===== config.mk =====
export PLATFORM = sky130hd
export DESIGN_NAME = jogo_fisica_flat
export DESIGN_NICKNAME = d
export VERILOG_FILES = /design/src/rtl/jogo_fisica_if.sv /design/src/rtl/jogo_fisica.sv /design/src/flat_wrapper.sv
export SDC_FILE = /design/constraint.sdc
export NUM_CORES = 1
export LEC_CHECK = 0
export BUFFER_PORTS_ARGS = -buffer_cell sky130_fd_sc_hd__buf_2
export CORE_ASPECT_RATIO = 1.25
export CORE_MARGIN = 2
export CORE_UTILIZATION = 40
export DETAILED_ROUTE_END_ITERATION = 16
export PLACE_DENSITY = 0.63
export SLEW_MARGIN = 20
export SYNTH_ARGS = -nofsm -noshare
export SYNTH_HDL_FRONTEND = slang
export SYNTH_SLANG_ARGS = --single-unit

===== constraint.sdc =====
create_clock -name CLOCK_50 -period 5.3 [get_ports CLOCK_50]
set_input_delay 0.795 -clock CLOCK_50 [delete_from_list [all_inputs] [get_ports CLOCK_50]]
set_output_delay 0.795 -clock CLOCK_50 [all_outputs]
set_load 0.005 [all_outputs]

===== src/rtl/jogo_fisica_if.sv =====
// jogo_fisica_if: debounced keys in, bar/ball/score state out towards the renderer
interface jogo_fisica_if;
    logic       esquerda;
    logic       direita;
    logic       lancar;
    logic [9:0] BordaBarraX;
    logic [8:0] BordaBarraY;
    logic [9:0] BolaX;
    logic [8:0] BolaY;
    logic       perdeu;
    logic [7:0] pontos;
    modport master (output esquerda, direita, lancar,
                    input BordaBarraX, BordaBarraY, BolaX, BolaY, perdeu, pontos);
    modport slave  (input esquerda, direita, lancar,
                    output BordaBarraX, BordaBarraY, BolaX, BolaY, perdeu, pontos);
endinterface


===== src/rtl/jogo_fisica.sv =====
// jogo_fisica: breakout physics, bar motion, ball bounce and loss detection per frame tick
module jogo_fisica #(
    parameter int LARGURA_TELA = 640,
    parameter int ALTURA_TELA  = 480,
    parameter int LarguraBarra = 80,
    parameter int BARRA_Y      = 450,
    parameter int LadoBola     = 8,
    parameter int VEL_BARRA    = 4,
    parameter int VEL_BOLA     = 2,
    parameter int TICK_DIV     = 833333
) (
    input  logic          CLOCK_50,
    input  logic          reset,
    jogo_fisica_if.slave  io
);
    localparam int CW = $clog2(TICK_DIV);
    localparam logic [10:0] BAR_MAX = 11'(LARGURA_TELA - LarguraBarra);
    localparam logic [10:0] BAR_INI = 11'((LARGURA_TELA - LarguraBarra) / 2);
    localparam logic [10:0] GLUE    = 11'((LarguraBarra - LadoBola) / 2);
    localparam logic [10:0] BX_MAX  = 11'(LARGURA_TELA - LadoBola);
    localparam logic [10:0] BY_GLUE = 11'(BARRA_Y - LadoBola);
    localparam logic [10:0] BY_MAX  = 11'(ALTURA_TELA - LadoBola);
    localparam logic [10:0] BY_BAR  = 11'(BARRA_Y);
    localparam logic [10:0] VB      = 11'(VEL_BOLA);
    localparam logic [10:0] VBAR    = 11'(VEL_BARRA);
    localparam logic [10:0] LB      = 11'(LadoBola);
    localparam logic [10:0] LBAR    = 11'(LarguraBarra);

    typedef enum logic [1:0] {ESPERA, JOGANDO, PERDEU} estado_t;

    estado_t        estado, estado_n;
    logic [CW-1:0]  cnt;
    logic           tick;
    logic [9:0]     bar_x, bar_n, bx, bx_n, bar_mov, x_tick;
    logic [8:0]     by, by_n, y_tick;
    logic           dx, dx_n, dy, dy_n, dx_tick, dy_tick;
    logic [7:0]     pts, pts_n;
    logic [10:0]    b, bxm, bym;
    logic           top, hit, lost;

    assign tick = cnt == CW'(TICK_DIV - 1);
    assign b    = {1'b0, bar_x};
    assign bxm  = {1'b0, bx};
    assign bym  = {2'b0, by};

    assign bar_mov = (io.esquerda & ~io.direita) ? 10'(b < VBAR ? 11'd0 : b - VBAR) :
                     (io.direita & ~io.esquerda) ? 10'(b + VBAR > BAR_MAX ? BAR_MAX : b + VBAR) :
                     bar_x;

    assign x_tick  = (!dx && bxm < VB) ? 10'd0 :
                     (dx && bxm + VB > BX_MAX) ? 10'(BX_MAX) :
                     dx ? 10'(bxm + VB) : 10'(bxm - VB);
    assign dx_tick = (!dx && bxm < VB) ? 1'b1 : (dx && bxm + VB > BX_MAX) ? 1'b0 : dx;

    assign top  = !dy && bym < VB;
    assign hit  = dy && bym + LB <= BY_BAR && bym + LB + VB >= BY_BAR &&
                  bxm + LB > b && bxm < b + LBAR;
    assign lost = dy && !hit && bym + VB >= BY_MAX;

    assign y_tick  = top ? 9'd0 : hit ? 9'(BY_GLUE) : lost ? 9'(BY_MAX) :
                     dy ? 9'(bym + VB) : 9'(bym - VB);
    assign dy_tick = top ? 1'b1 : hit ? 1'b0 : dy;

    // frame tick divider, restarts from zero on reset
    always_ff @(posedge CLOCK_50 or negedge reset) begin
        if (!reset) cnt <= '0;
        else        cnt <= tick ? '0 : cnt + 1'b1;
    end

    // next-state and next-position decisions for each game phase
    always_comb begin
        estado_n = estado;
        bar_n    = bar_x;
        bx_n     = bx;
        by_n     = by;
        dx_n     = dx;
        dy_n     = dy;
        pts_n    = pts;
        case (estado)
            ESPERA: begin
                bar_n = tick ? bar_mov : bar_x;
                bx_n  = bar_n + GLUE[9:0];
                by_n  = BY_GLUE[8:0];
                dx_n  = 1'b1;
                dy_n  = 1'b0;
                estado_n = io.lancar ? JOGANDO : ESPERA;
            end
            JOGANDO: if (tick) begin
                bar_n = bar_mov;
                bx_n  = x_tick;
                by_n  = y_tick;
                dx_n  = dx_tick;
                dy_n  = dy_tick;
                pts_n = (hit && pts != 8'hFF) ? pts + 8'd1 : pts;
                estado_n = lost ? PERDEU : JOGANDO;
            end
            PERDEU: if (io.lancar) begin
                estado_n = ESPERA;
                pts_n = 8'd0;
                bx_n  = bar_x + GLUE[9:0];
                by_n  = BY_GLUE[8:0];
                dx_n  = 1'b1;
                dy_n  = 1'b0;
            end
            default: estado_n = ESPERA;
        endcase
    end

    // game state registers; ball starts glued to the centred bar, heading up-right
    always_ff @(posedge CLOCK_50 or negedge reset) begin
        if (!reset) begin
            estado <= ESPERA;
            bar_x  <= BAR_INI[9:0];
            bx     <= BAR_INI[9:0] + GLUE[9:0];
            by     <= BY_GLUE[8:0];
            dx     <= 1'b1;
            dy     <= 1'b0;
            pts    <= 8'd0;
        end else begin
            estado <= estado_n;
            bar_x  <= bar_n;
            bx     <= bx_n;
            by     <= by_n;
            dx     <= dx_n;
            dy     <= dy_n;
            pts    <= pts_n;
        end
    end

    assign io.BordaBarraX = bar_x;
    assign io.BordaBarraY = 9'(BARRA_Y);
    assign io.BolaX       = bx;
    assign io.BolaY       = by;
    assign io.perdeu      = estado == PERDEU;
    assign io.pontos      = pts;
endmodule

===== src/flat_wrapper.sv =====
// flat-port wrapper written by rule: the top's interface ports become plain ports
module jogo_fisica_flat 
#(
    parameter int LARGURA_TELA = 640,
    parameter int ALTURA_TELA  = 480,
    parameter int LarguraBarra = 80,
    parameter int BARRA_Y      = 450,
    parameter int LadoBola     = 8,
    parameter int VEL_BARRA    = 4,
    parameter int VEL_BOLA     = 2,
    parameter int TICK_DIV     = 833333
)
  (CLOCK_50, reset, io_esquerda, io_direita, io_lancar, io_BordaBarraX, io_BordaBarraY, io_BolaX, io_BolaY, io_perdeu, io_pontos);
  jogo_fisica_if io_i ();
  input  logic CLOCK_50;
  input  logic reset;
  input wire logic [$bits(io_i.esquerda)-1:0] io_esquerda;
  input wire logic [$bits(io_i.direita)-1:0] io_direita;
  input wire logic [$bits(io_i.lancar)-1:0] io_lancar;
  output wire logic [$bits(io_i.BordaBarraX)-1:0] io_BordaBarraX;
  output wire logic [$bits(io_i.BordaBarraY)-1:0] io_BordaBarraY;
  output wire logic [$bits(io_i.BolaX)-1:0] io_BolaX;
  output wire logic [$bits(io_i.BolaY)-1:0] io_BolaY;
  output wire logic [$bits(io_i.perdeu)-1:0] io_perdeu;
  output wire logic [$bits(io_i.pontos)-1:0] io_pontos;
  assign io_i.esquerda = io_esquerda;
  assign io_i.direita = io_direita;
  assign io_i.lancar = io_lancar;
  assign io_BordaBarraX = io_i.BordaBarraX;
  assign io_BordaBarraY = io_i.BordaBarraY;
  assign io_BolaX = io_i.BolaX;
  assign io_BolaY = io_i.BolaY;
  assign io_perdeu = io_i.perdeu;
  assign io_pontos = io_i.pontos;
  jogo_fisica #(.LARGURA_TELA(LARGURA_TELA), .ALTURA_TELA(ALTURA_TELA), .LarguraBarra(LarguraBarra), .BARRA_Y(BARRA_Y), .LadoBola(LadoBola), .VEL_BARRA(VEL_BARRA), .VEL_BOLA(VEL_BOLA), .TICK_DIV(TICK_DIV)) u_core (.CLOCK_50(CLOCK_50), .reset(reset), .io(io_i));
endmodule

======== Word level (Yosys, flattened, before mapping) ========
Index checks and enable logic that the tools add are counted.
word-level totals
  bits in writable memories ............... 0
  bits of input ports ..................... 5
  memory bits (read-only) ................. 0
  register bits after elaboration ......... 61
  bits in latches ......................... 0
  memories kept ........................... 0
  logic and storage cells ................. 105
  output and inout port bits .............. 47
cells by class
  divide/modulo/power cells ............... 0
  multiply operators ...................... 0
  $lt $le $gt $ge ......................... 10
  mux-type cells .......................... 38
  $add $sub $neg .......................... 14
  reduce and logical (&&, ||, !) cells .... 22
  shift operators ......................... 0
  eq/ne operators ......................... 9
  bitwise logic cells ..................... 4
operator list
  cell                     count
  $mux W10                 10
  $mux W9                  6
  $pmux W10 S3             1
  $pmux W9 S3              1
  $mux W8                  3
  $ge A11 B9 Y1 const B    2
  $gt A11 B10 Y1 const B   2
  $add A10 B6 Y10 const B  2
  $add A20 B1 Y20 const B  1
  $eq A20 B20 Y1 const B   1
  $mux W20                 1
  $pmux W8 S2              1
  $reduce_and A4 Y1        3
  $add A10 B2 Y11 const B  1
  $add A10 B3 Y11 const B  1
  $add A10 B4 Y11 const B  1
  $add A10 B7 Y11 const B  1
  $add A11 B2 Y11 const B  1
  $gt A11 B10 Y1           1
  $le A11 B9 Y1 const B    1
  $lt A10 B11 Y1           1
  $add A9 B2 Y10 const B   1
  $add A9 B4 Y10 const B   1
  $logic_and A1 B1 Y1      10
  26 further kinds         43

======== Depth between registers and ports, before layout ========
  word-level depth ........................ 14
  mapped depth ............................ 15

======== Worst setup path after synthesis ========
Ideal clock, no wire load.
  kind .................................... flip-flop to flip-flop
  start ................................... register u_core.bx[4] (netlist: u_core.io.BolaX[4])
  end ..................................... register u_core.by[2] (netlist: u_core.io.BolaY[2])
  cell stages (with the launch flop) ...... 15
  clock period less this slack ............ 3310 ps
  setup time .............................. 77 ps
  setup slack ............................. 1990 ps
  buffers on the path ..................... 1
  arrival time ............................ 3234 ps
  cell sequence ........................... dfstp_2 ha_1 clkbuf_1 nand3_1 xnor2_1 ha_1 nand4_1 or3_1 o21ai_0 a31o_2 a22oi_2 o211ai_1 nand2_1 or4_1 o21ai_1
between the ends
  longest elaborated chain between the ends .. 12
RTL lines
  item                              line                text
  start: declaration                jogo_fisica.sv:34   logic [9:0] bar_x, bar_n, bx, bx_n, bar_mov, x_tick;
  start signal: assignment          jogo_fisica.sv:114  bx <= BAR_INI[9:0] + GLUE[9:0];
  start signal: assignment          jogo_fisica.sv:122  bx <= bx_n;
  $add A10 B4 Y11                   jogo_fisica.sv:57   bxm + LB > b && bxm < b + LBAR;
  $gt A11 B10 Y1                    jogo_fisica.sv:57
  $logic_and A1 B1 Y1               jogo_fisica.sv:56   assign hit = dy && bym + LB <= BY_BAR && bym + LB + VB >= BY_BAR &&
  $logic_and A1 B1 Y1 (*)           jogo_fisica.sv:57
  $logic_not A1 Y1                  jogo_fisica.sv:58   assign lost = dy && !hit && bym + VB >= BY_MAX;
  $logic_and A1 B1 Y1 (2 in a row)  jogo_fisica.sv:58
  $mux W9                           jogo_fisica.sv:60   assign y_tick = top ? 9'd0 : hit ? 9'(BY_GLUE) : lost ? 9'(BY_MAX) :
  $mux W9 (*) (2 in a row)          jogo_fisica.sv:60
  $mux W9 (*)                       jogo_fisica.sv:88   JOGANDO: if (tick) begin
  $pmux W9 S3 (*)                   jogo_fisica.sv:79   case (estado)
  end signal: assignment            jogo_fisica.sv:115  by <= BY_GLUE[8:0];
  end signal: assignment            jogo_fisica.sv:123  by <= by_n;
  end: declaration                  jogo_fisica.sv:35   logic [8:0] by, by_n, y_tick;
Mark *: on every way between the ends. The rest lies on a longest branch, timed or not. The select of a mux whose other input is x is not followed.
A chain may end at the register's enable or synchronous reset.

======== Final worst setup path ========
  start ................................... register u_core.bar_x[4] (netlist: u_core.io.BordaBarraX[4])
  end ..................................... register u_core.pts[7] (netlist: u_core.io.pontos[7])
between the ends
  longest elaborated chain between the ends .. 6
RTL lines
  item                                                   line                                  text
  start: declaration                                     jogo_fisica.sv:34
  start signal: assignment                               jogo_fisica.sv:113                    bar_x <= BAR_INI[9:0];
  start signal: assignment                               jogo_fisica.sv:121                    bar_x <= bar_n;
  $add A10 B7 Y11 or $gt A11 B10 Y1 (tied branches)      jogo_fisica.sv:57
  $lt A10 B11 Y1 or $logic_and A1 B1 Y1 (tied branches)  jogo_fisica.sv:57, jogo_fisica.sv:56
  $logic_and A1 B1 Y1 (*)                                jogo_fisica.sv:57
  $logic_and A1 B1 Y1 (*)                                jogo_fisica.sv:94                     pts_n = (hit && pts != 8'hFF) ? pts + 8'd1 : pts;
  $ne A2 B1 Y1 (no source line) (*)                      n/a
  $reduce_and A4 Y1 (no source line) (*)                 n/a
  end signal: assignment                                 jogo_fisica.sv:126                    pts <= pts_n;
  end: declaration                                       jogo_fisica.sv:37                     logic [7:0] pts, pts_n;
Mark *: on every way between the ends. The rest lies on a longest branch, timed or not.

==> results.toml <==
[status]
status = "complete, no violations"

[clock_network]
cts.sinks = 60
cts_tree = "yes"
holdBufCountCts = 0
clk_pin_slew_ns = 0.06
numCtsBuffers = 9
cts_resized = 0
clockBufferDepth = 2
root_buffer = "clkbuf_16"
h-tree-depth = 3
cts_setup_buffers = 0
clock_latency_ns = 0.33

[pwr]
leakagePower_uw = 0.00265
power_density_nw_per_um2 = 405
comb_power_share_pct = 43.3
power_switching_uw = 1090
ir_worst_vdd_mv = 0.177
switching_share_pct = 43.4
power.internal_uw = 1420
clock_power_share_pct = 25.4
seqPwrFrac_pct = 31.4

[global_routing]
grt.total_usage_pct = 21.4
grt-busiest-layer = "met2"
grt_pass1_vias = 5284
met2_usage_pct = 36.5
met3_usage_pct = 3.43
overflow = 0
grt_max_degree = 61
grt_pass1_wl_um = 25700
use_met1_pct = 27.5
grt_antenna_before_repair = 0

[synthesis]
yosysMostFrequentCell = "nand2_1"
synthTopCellsByArea = "dfrtp_1 20%, ha_1 9.3%, dfstp_2 7.0%, o21ai_0 5.3%, nand2_1 4.3%"
synth_cell_type_count = 79
synth_top_cell_area_share_pct = 19.9
ys_ff_latch = 60
syn_area_sq_um = 5650
yosysWarnings = 0
async_flop_share_pct = 100
synth_edf_count = 0
ys.flop_type = "dfrtp_1"
synthCells = 721
synth.avg_cell_area_sq_um = 7.84
yosysTopAreaCell = "dfrtp_1"
ys_seq_area_share_pct = 26.9
synth_common_cells = "65 x nand2_1, 60 x o21ai_0, 55 x nor2_1"

[timing]
tns_ns = 0
worst_pin_slew_ns = 0.995
clock_skew_ns = 0.00808
min_period_ns = 3.92
setup_violations = 0
max_freq_mhz = 255
hold_slack_ns = 0.511
rsz0062_at_grt = "false"
max-slew-margin-rel_pct = 33.4
finalCritPeriodShare_pct = 74.0
final-hold-violation-count = 0
final_max_slew_viol_count = 0

[floorplanning]
die_w_um = 110
rows = 48
placeableCoreArea_sq_um = 13800
fp.dieH_um = 137
boundaryPins = 52
die-area_sq_um = 15100
initial_utilization_pct = 40.9

[placed_design]
finalWeightedCongestion = 0.901
place_area_sq_um = 5870
hpwl_um = 11400
port_buffers = 41

[setup_path]
crit_type = "reg -> reg"
r2r_end = "u_core.io.pontos[7]"
rr_worst_depth = 10
r2r-start = "u_core.io.BordaBarraX[4]"
critPathLaunchType = "flop"
cp.arrival_ns = 4.18
crit_fanout = 16
worstPathRequired_ns = 5.56
ff2ff_setup_slack_ns = 1.38
endpoint_kind = "flop"

[route]
avgRoutedWirePerCell_um = 17.1
drc_errors = 0
vias = 5477
ant_nets = 0
dr.pass1.iters = 5
drt-total-wl_um = 15600
viasPerCell = 6.01
drtIter0Drc = 341

[worst_hold_path]
hp-class = "reg -> reg"
hold_depth = 1
min_to = "u_core.cnt[0]"
min_from = "u_core.cnt[0]"

[layout]
n_antenna_cell = 0
final_util_pct = 44.8
design_area_sq_um = 6190
drive_above_1_share_pct = 12.5
fin_nets = 779
synthToLayoutAreaGrowth_pct = 9.50

[run]
drv_cap = 0
-- state kept, by name, indices dropped and copies added (netlist names) --
name / flops
u_core.cnt: 20
u_core.dy: 1
u_core.io.BolaY: 8
u_core.io.BordaBarraX: 10
u_core.dx: 1
u_core.io.BolaX: 10
u_core.io.pontos: 8
u_core.estado: 2
-- power groups by stage --
stage	Combinational [uW]	Sequential (uW)	Clock (uW)
finish	1080	786	636
detailed placement	1070	787	0
floorplan	888	651	0
global placement	1040	782	0
global route	1220	806	669
CTS	1080	780	649
-- worst max-delay path by stage --
stage | to | cells after the start | start
3_3_place_gp | u_core.io.pontos[7] | 10 | u_core.io.BordaBarraX[4]
3_5_place_dp | u_core.io.BolaY[2] | 10 | u_core.io.BordaBarraX[4]
2_1_floorplan | u_core.io.BolaY[2] | 14 | u_core.io.BolaX[4]
6_report | u_core.io.pontos[7] | 10 | u_core.io.BordaBarraX[4]
4_1_cts | u_core.io.pontos[7] | 10 | u_core.io.BordaBarraX[4]
5_1_grt | u_core.io.pontos[7] | 10 | u_core.io.BordaBarraX[4]
-- logic make-up (layout without fill, tap and decap cells) --
logic type	Yosys count	in the layout	synth area share, %
flops	60	60	26.9
xor+xnor	46	46	7.13
mux	7	7	1.24
simple gates	271	271	25.0
fa+ha+maj	42	42	9.30
other cells	2	10	0.133
compound gates	201	201	23.1
buf+inv	92	100	7.24
-- metrics by stage --
step	setup slack, ns	std cells	power [uW]
2_1_floorplan	1.99	729	1540
3_3_place_gp	1.55	896	1820
3_5_place_dp	1.53	896	1860
4_1_cts	1.51	912	2510
5_1_grt	1.24	912	2690
6_report	1.38	912	2510
-- critical path, cell delays in order, from the launching register on --
cell and delay, ns:
dfstp_2 0.72, ha_1 0.34, o21ai_0 0.13, xnor2_1 0.17, ha_1 0.28, a211o_1 0.28, a2111oi_0 0.75, o211a_1 0.30
o21ai_1 0.23, or4_1 0.55, nand3_1 0.09
-- placed cells by master (no fill, tap or decap), types with 6 or more instances in the layout --
master	netlist	layout
a21oi_1	41	41
a22oi_1	6	6
a31oi_1	10	10
and2_1	6	6
and3_1	11	11
buf_2	6	41
clkbuf_16	0	9
conb_1	2	10
dfrtp_1	45	45
dfstp_2	15	15
ha_1	42	42
inv_1	39	39
mux2i_1	7	7
nand2_1	65	65
nand2b_1	6	6
nand3_1	37	37
nand4_1	10	10
nor2_1	55	55
nor2b_1	10	10
nor3_1	22	21
nor4_1	6	6
o21ai_0	60	60
o21ai_1	8	8
o22ai_1	6	6
o31ai_1	15	15
or3_1	7	7
or4_1	6	6
xnor2_1	25	25
xor2_1	21	21
-- per-layer routing --
metal | wire [um] | share of wire [%] | vias to the layer above
li1 | - | - | 2604
met5 | 0 | 0 | -
met3 | 997 | 6.4 | 27
met1 | 6540 | 42 | 2640
met2 | 7800 | 50 | 206
met4 | 287 | 1.8 | 0
-- final cells by class --
cell class | instances | area, sq um
clock buffers | 10 | 229
repair buffers | 43 | 220
clock inverters | 6 | 88.8
fillers | 1390 | 7620
well taps | 175 | 219
multi-input cells | 577 | 3760
inverters | 41 | 154
flip-flops and latches | 60 | 1520
No activity file was read; power rests on OpenSTA's default activity.
